===== src/rtl/testing3_pfb_snap_ctrl_if.sv =====
`default_nettype none
// ============================================================================
// Module  : testing3_pfb_snap_ctrl_if
// Brief   : PFB sample stream in, snapshot BRAM port A out.
// Revision: 1.0 - initial release
// ============================================================================
interface testing3_pfb_snap_ctrl_if #(
  parameter int DATA_WIDTH = 64,
  parameter int ADDR_WIDTH = 10
);
  logic [DATA_WIDTH-1:0] din;
  logic                  din_valid;
  logic                  bram_we;
  logic                  bram_en_a;
  logic [ADDR_WIDTH-1:0] bram_addr;
  logic [DATA_WIDTH-1:0] bram_wr_data;

  // master: the capture controller; slave: the stream source / BRAM side
  modport master (
    input  din, din_valid,
    output bram_we, bram_en_a, bram_addr, bram_wr_data
  );
  modport slave (
    output din, din_valid,
    input  bram_we, bram_en_a, bram_addr, bram_wr_data
  );
endinterface
`default_nettype wire


===== src/rtl/testing3_pfb_snap_ctrl.sv =====
`default_nettype none
// ============================================================================
// Module  : testing3_pfb_snap_ctrl
// Brief   : Arms on a software edge, optionally waits for trig, then writes a
//           contiguous block of valid PFB words into BRAM port A from addr 0.
// Revision: 1.0 - initial release
// ============================================================================
module testing3_pfb_snap_ctrl #(
  parameter int DATA_WIDTH = 64,
  parameter int ADDR_WIDTH = 10
) (
  input  wire logic                  clk,
  input  wire logic                  rst,
  input  wire logic                  ctrl_arm,
  input  wire logic                  ctrl_trig_en,
  input  wire logic                  ctrl_stop,
  input  wire logic                  trig,
  testing3_pfb_snap_ctrl_if.master   bus,
  output logic                       status_busy,
  output logic                       status_done,
  output logic [ADDR_WIDTH:0]        status_count
);

  typedef enum logic [1:0] {
    S_IDLE    = 2'd0,
    S_ARMED   = 2'd1,
    S_CAPTURE = 2'd2,
    S_DONE    = 2'd3
  } state_t;

  localparam logic [ADDR_WIDTH:0] LAST_ADDR = {1'b0, {ADDR_WIDTH{1'b1}}};
  localparam logic [ADDR_WIDTH:0] ONE       = {{ADDR_WIDTH{1'b0}}, 1'b1};

  state_t                state_q, state_d;
  logic                  arm_q;
  logic [ADDR_WIDTH:0]   count_q, count_d;
  logic                  we_q, we_d;
  logic [ADDR_WIDTH-1:0] addr_q, addr_d;
  logic [DATA_WIDTH-1:0] data_q, data_d;
  logic                  busy_q, busy_d;
  logic                  done_q, done_d;
  logic                  arm_rise;
  logic                  start;

  always_comb begin
    arm_rise = ctrl_arm & ~arm_q;
    start    = bus.din_valid & (trig | ~ctrl_trig_en);
    state_d  = state_q;
    count_d  = count_q;
    we_d     = 1'b0;
    addr_d   = addr_q;
    data_d   = data_q;

    case (state_q)
      S_IDLE, S_DONE: begin
        if (arm_rise) begin
          state_d = S_ARMED;
          count_d = '0;
        end
      end
      S_ARMED: begin
        // an early stop wins over a start arriving on the same cycle
        if (ctrl_stop) begin
          state_d = S_IDLE;
        end else if (start) begin
          we_d    = 1'b1;
          addr_d  = '0;
          data_d  = bus.din;
          count_d = ONE;
          state_d = S_CAPTURE;
        end
      end
      S_CAPTURE: begin
        if (bus.din_valid) begin
          we_d    = 1'b1;
          addr_d  = count_q[ADDR_WIDTH-1:0];
          data_d  = bus.din;
          count_d = count_q + ONE;
        end
        if (ctrl_stop || (bus.din_valid && (count_q == LAST_ADDR))) begin
          state_d = S_DONE;
        end
      end
      default: state_d = S_IDLE;
    endcase

    busy_d = (state_d == S_ARMED) || (state_d == S_CAPTURE);
    done_d = (state_d == S_DONE);
  end

  always_ff @(posedge clk) begin
    if (rst) begin
      state_q <= S_IDLE;
      // a level already high during reset must not look like an edge
      arm_q   <= ctrl_arm;
      count_q <= '0;
      we_q    <= 1'b0;
      addr_q  <= '0;
      data_q  <= '0;
      busy_q  <= 1'b0;
      done_q  <= 1'b0;
    end else begin
      state_q <= state_d;
      arm_q   <= ctrl_arm;
      count_q <= count_d;
      we_q    <= we_d;
      addr_q  <= addr_d;
      data_q  <= data_d;
      busy_q  <= busy_d;
      done_q  <= done_d;
    end
  end

  assign bus.bram_we      = we_q;
  assign bus.bram_en_a    = we_q;
  assign bus.bram_addr    = addr_q;
  assign bus.bram_wr_data = data_q;
  assign status_busy      = busy_q;
  assign status_done      = done_q;
  assign status_count     = count_q;

endmodule
`default_nettype wire


===== src/flat_wrapper.sv =====
// flat-port wrapper written by rule: the top's interface ports become plain ports
module testing3_pfb_snap_ctrl_flat 
#(
  parameter int DATA_WIDTH = 64,
  parameter int ADDR_WIDTH = 10
)
  (clk, rst, ctrl_arm, ctrl_trig_en, ctrl_stop, trig, status_busy, status_done, status_count, bus_din, bus_din_valid, bus_bram_we, bus_bram_en_a, bus_bram_addr, bus_bram_wr_data);
  testing3_pfb_snap_ctrl_if #(.DATA_WIDTH(DATA_WIDTH), .ADDR_WIDTH(ADDR_WIDTH)) bus_i ();
  input  wire logic clk;
  input  wire logic rst;
  input  wire logic ctrl_arm;
  input  wire logic ctrl_trig_en;
  input  wire logic ctrl_stop;
  input  wire logic trig;
  output logic status_busy;
  output logic status_done;
  output logic [ADDR_WIDTH:0] status_count;
  input wire logic [$bits(bus_i.din)-1:0] bus_din;
  input wire logic [$bits(bus_i.din_valid)-1:0] bus_din_valid;
  output wire logic [$bits(bus_i.bram_we)-1:0] bus_bram_we;
  output wire logic [$bits(bus_i.bram_en_a)-1:0] bus_bram_en_a;
  output wire logic [$bits(bus_i.bram_addr)-1:0] bus_bram_addr;
  output wire logic [$bits(bus_i.bram_wr_data)-1:0] bus_bram_wr_data;
  assign bus_i.din = bus_din;
  assign bus_i.din_valid = bus_din_valid;
  assign bus_bram_we = bus_i.bram_we;
  assign bus_bram_en_a = bus_i.bram_en_a;
  assign bus_bram_addr = bus_i.bram_addr;
  assign bus_bram_wr_data = bus_i.bram_wr_data;
  testing3_pfb_snap_ctrl #(.DATA_WIDTH(DATA_WIDTH), .ADDR_WIDTH(ADDR_WIDTH)) u_core (.clk(clk), .rst(rst), .ctrl_arm(ctrl_arm), .ctrl_trig_en(ctrl_trig_en), .ctrl_stop(ctrl_stop), .trig(trig), .bus(bus_i), .status_busy(status_busy), .status_done(status_done), .status_count(status_count));
endmodule

===== config.mk =====
export PLATFORM = sky130hd
export DESIGN_NAME = testing3_pfb_snap_ctrl_flat
export DESIGN_NICKNAME = d
export VERILOG_FILES = /design/src/rtl/testing3_pfb_snap_ctrl_if.sv /design/src/rtl/testing3_pfb_snap_ctrl.sv /design/src/flat_wrapper.sv
export SDC_FILE = /design/constraint.sdc
export NUM_CORES = 1
export LEC_CHECK = 0
export ABC_AREA = 1
export CAP_MARGIN = 10
export CORE_UTILIZATION = 42
export CTS_BUF_LIST = sky130_fd_sc_hd__clkbuf_16
export DETAILED_ROUTE_END_ITERATION = 12
export PLACE_DENSITY = 0.85
export SYNTH_ARGS = -nofsm -noshare
export SYNTH_HDL_FRONTEND = slang
export SYNTH_SLANG_ARGS = --single-unit

===== constraint.sdc =====
create_clock -name clk -period 2.18 [get_ports clk]
set_input_delay 0.436 -clock clk [delete_from_list [all_inputs] [get_ports clk]]
set_output_delay 0.436 -clock clk [all_outputs]
set_load 0.05 [all_outputs]

# Yosys cells after proc, flatten, opt, wreduce, memory -nomap -nowiden
# Cells that the tools add are included.
# classes
n_addsub	1
n_eq_ne	11
shifts	0
n_mul	0
n_bitwise	5
n_reduce_logical	8
n_div	0
magnitude_cmp	0
mux	22
# op_table
op	n
$mux 64	3
$pmux 64 s2	1
$mux 11	4
$pmux 11 s3	1
$mux 10	3
$pmux 10 s2	1
$add 11x1->11 const B	1
$eq 11x10->1 const B	1
$eq 2x2->1 const B	4
$mux 2	4
$reduce_and 4->1	2
$pmux 2 s3	1
$eq 2x1->1 const B	2
$ne 2x1->1 const B	2
$ne 2x2->1 const B	2
$mux 1	3
$and 1x1->1	2
$logic_not 2->1	1
$logic_or 1x1->1	2
$not 1->1	2
$pmux 1 s2	1
$reduce_bool 2->1	1
$reduce_or 2->1	1
$logic_and 1x1->1	1
$or 1x1->1	1
# totals
register_bits	91
output_inout_bits	89
latchBits	0
mem_bits_ro	0
mem_count	0
mem_bits_rw	0

# Depth between registers and ports, before layout
# logic_depth
ltp_word	8
mapped_depth	12
depth_no_buf	12

# Least setup slack after synthesis
# Ideal clock, no wire load.
# synth_path
path_type	register to register
startpoint	register u_core.count_q[0], in the netlist u_core.status_count[0]
endpoint	register u_core.busy_q, in the netlist u_core.status_busy
period_less_slack_ns	2.049
stages_incl_launch_ff	13
setup_slack_ns	0.131
t_arrival_ns	1.920
setup_ns	0.129
n_path_buf	0
cell_sequence	dfxtp_1 ha_1 nand2_1 nor2_1 nand3_1 nand2_1 nand2_1 nand2_1 nand2_1 inv_1 ha_1 inv_1 nor2_1
# synth_between
elab_chain_len	7
elab_cells_between_ends	8
# synth_rtl
item	line_no	rtl
from (decl)	testing3_pfb_snap_ctrl.sv:36	logic [ADDR_WIDTH:0] count_q, count_d;
from (signal assigned)	testing3_pfb_snap_ctrl.sv:105	count_q <= count_d;
$eq 11x10->1 *	testing3_pfb_snap_ctrl.sv:80	if (ctrl_stop || (bus.din_valid && (count_q == LAST_ADDR))) begin
$logic_and 1x1->1 *	testing3_pfb_snap_ctrl.sv:80	
$logic_or 1x1->1 *	testing3_pfb_snap_ctrl.sv:80	
$mux 2 *	testing3_pfb_snap_ctrl.sv:80	
$pmux 2 s3 *	testing3_pfb_snap_ctrl.sv:54	case (state_q)
named net u_core.state_d[0]	testing3_pfb_snap_ctrl.sv:34	state_t state_q, state_d;
$eq 2x1->1 or $eq 2x2->1 (tied branches)	testing3_pfb_snap_ctrl.sv:87	busy_d = (state_d == S_ARMED) || (state_d == S_CAPTURE);
$logic_or 1x1->1 *	testing3_pfb_snap_ctrl.sv:87	
named net u_core.busy_d	testing3_pfb_snap_ctrl.sv:40	logic busy_q, busy_d;
to (signal assigned)	testing3_pfb_snap_ctrl.sv:109	busy_q <= busy_d;
to (decl)	testing3_pfb_snap_ctrl.sv:40	
# Mark *: on every way through the listed nets, which the timed path passes. The rest lies on a longest branch.
# A chain may end at the register's enable or synchronous reset.

# Final worst setup path
# layout_path
startpoint	register u_core.count_q[0], in the netlist u_core.status_count[0]
endpoint	output status_count[0]
# layout_lines
item	line_no	rtl
to (decl)	flat_wrapper.sv:17	output logic [ADDR_WIDTH:0] status_count;
# No word-level cell between the ends.

==> flow_summary.toml <==
[status]
status = "finished clean"

[floorplanning]
start_util_pct = 43.8
die_height_um = 94.8
core_area_um2 = 8260
die_w_um = 94.8
core.rowCount = 33
dieArea_um2 = 8980
pin_count = 160

[pwr]
powerDensity_nw_per_um2 = 972
leakagePower_nw = 2.17
peakVddDrop_v = 0.000608

[synth]
syn_avg_cell_area_um2 = 7.39
synthCells = 489
yosysWarnings = 0
yosysSeqAreaShare_pct = 50.4
yosysTopAreaCell = "dfxtp_1"
synth_area_leaders = "dfxtp_1 (50%), nor2_1 (16%), o21ai_0 (7.9%)"
yosysTopAreaCellShare_pct = 50.4
synth_area_um2 = 3620
ys_seq_elements = 91
synth.distinct_cells = 27
syn_nets = 564

[setup_path]
start_kind = "flop"
cp.required_ps = 1740
reg2reg_depth = 10
arrival_ps = 1650
crit_buf_inv = 1
r2r_slack_ps = 210
r2r_start = "u_core.state_q[0]$_SDFF_PP0_"
slowest_delay_ps = 860
timing_worst_setup_path_type = "flop to output pin"
end_kind = "output pin"
crit_chain = "clkdlybuf4s50_1"
crit_start = "u_core.status_count[0]$_SDFFE_PP0P_"
cp_max_fo = 6
slowest_stage = "clkdlybuf4s50_1"
crit_family = "buffers and inverters"
cp.depth = 1

[timing]
post-route-min-period_ps = 2080
clock_skew_ps = 4.41
tightest_slew_ps = 538
hold_viol_final = 0
drv_slew = 0
max_slew_margin_pct = 64.0
worst_hold_slack_ps = 462
fin_setup_tns_ps = 0
rsz0062_at_grt = "no"
finalSetupViolCount = 0
period_share_pct = 95.5
maxClockFrequency_mhz = 480

[job]
max_cap_viol_count = 0

[global_routing]
top_usage_layer = "met2"
grt_pass1_wl_um = 15300
antenna_found_initial = 0
grt_max_degree = 74
gr-total-overflow = 0
use_met2_pct = 37.6
grt_usage_pct = 21.8
grt_pass1_vias = 3432
grt_util_met3_pct = 6.60
grtUsageMet1_pct = 24.7

[layout]
n_antenna_cell = 0
nFillCells = 695
finish.utilization_pct = 67.5
nets = 720
drive_gt1_share_pct = 5.08
stdcell_area_um2 = 5580
area_growth_pct = 54.3

[routing]
drt_first_pass_iters = 4
wl_um = 9430
vias = 3697
drt-vias-per-instance = 4.90
drt_iter0_markers = 193
wl_per_cell_um = 12.5
remaining_drc_errors = 0
drtAntennaViolNets = 0

[min_path]
worstHoldPathType = "flop to flop"
min_path_cells = 2
hold_start = "u_core.bus.bram_addr[8]$_SDFFE_PP0P_"

[clocking]
h-tree-depth = 3
cts_buffers = 9
cts_setup_buffers = 0
cts_tree = "yes"
numClockSinks = 91
cts.reportedPaths.clkPinSlew_ps = 60
clockBufferDepth = 2
clock_latency_ps = 330
post_cts_resized = 0
cts_root_buf = "clkbuf_16"
hold_buffers = 0

[placement]
io_buffers = 159
gp_congestion = 0.897
dp_hpwl_um = 6590
post_dp_cell_area_um2 = 5300
[registers in the layout (all words and copies together) (netlist names)]
name / count
u_core.status_busy: 1
u_core.arm_q: 1
u_core.bus.bram_wr_data: 64
u_core.state_q: 2
u_core.bus.bram_en_a: 1
u_core.status_count: 11
u_core.status_done: 1
u_core.bus.bram_addr: 10
[cells in the mapped netlist (all sizes together)]
master and count:
clkbuf 9, nor4 1, ha 4, nor2 160, clkinv 1, or2 1
o21ai 67, inv 29, o21bai 1, a31oi 2, nand3 16, dfxtp 91
a21oi 15, nor3 2, o211ai 1, nand4 3, nand2 69, buf 16
o22ai 1
[metrics by stage]
stage,power (W),worst slack (ps),std cells
final,0.00542,97.2,754
after global routing,0.00569,35.3,754
after CTS,0.00547,92.8,754
after detailed placement,0.00397,137,739
after global placement,0.00392,215,739
after floorplan,0.00332,131,489
[cells by family after synthesis]
| logic type | synth area share (%) |
|---|---|
| AO/OA/AOI/OAI | 12.5 |
| adder cells (fa/ha/maj) | 1.38 |
| flip-flops | 50.4 |
| AND/OR/NAND/NOR | 27.5 |
| buffers and inverters | 8.24 |
[power breakdown]
group | switching, W | internal (W) | leakage (nW) | total (W)
logic | 0.00125 | 0.000681 | 1.30 | 0.00193
clock network | 0.000615 | 0.000872 | 0.134 | 0.00149
registers | 0.000124 | 0.00188 | 0.744 | 0.00200
total | 0.00199 | 0.00343 | 2.17 | 0.00542
[layout by cell type (no fill, tap or decap)]
cell type        instances
o21ai_0                 57
inv_1                   27
o21ai_1                 10
o211ai_4                 1
clkbuf_16                9
nand4_1                  3
nor2_2                   2
buf_12                   4
nand2_1                 66
dfxtp_1                 91
o21bai_1                 1
a21oi_1                 14
a21oi_2                  1
clkinv_4                 1
nor2_1                 158
o22ai_1                  1
inv_2                    2
nand3_1                 16
nor4_1                   1
bufinv_16                1
a31oi_1                  2
nand2_2                  3
clkinv_1                 4
ha_1                     4
clkinvlp_4               1
buf_4                    7
or2_2                    1
clkdlybuf4s50_1        159
nor3_1                   2
[final timing paths]
check,to
worst max register to register,u_core.status_busy$_SDFF_PP0_
worst min-delay path,u_core.bus.bram_addr[8]$_SDFFE_PP0P_
worst max-delay path,status_count[0]
worst min register to register,u_core.bus.bram_addr[8]$_SDFFE_PP0P_
[per-layer routing]
metal	vias up	wire length (um)
met3	20	662
met1	1657	3870
met4	0	210
li1	1857	-
met2	163	4680
met5	-	0
[cell type report]
| class | instances | area (um^2) | share of cell area [%] |
|---|---|---|---|
| clock buffer | 9 | 225 | 4.04 |
| clock inverter | 6 | 57.6 | 1.03 |
| inverter | 30 | 113 | 2.02 |
| multi-input combinational | 343 | 1510 | 27.0 |
| sequential | 91 | 1820 | 32.7 |
| tap | 105 | 131 | 2.36 |
| timing repair buffer | 170 | 1720 | 30.9 |
Note: power is estimated with default switching activity, not from simulation.
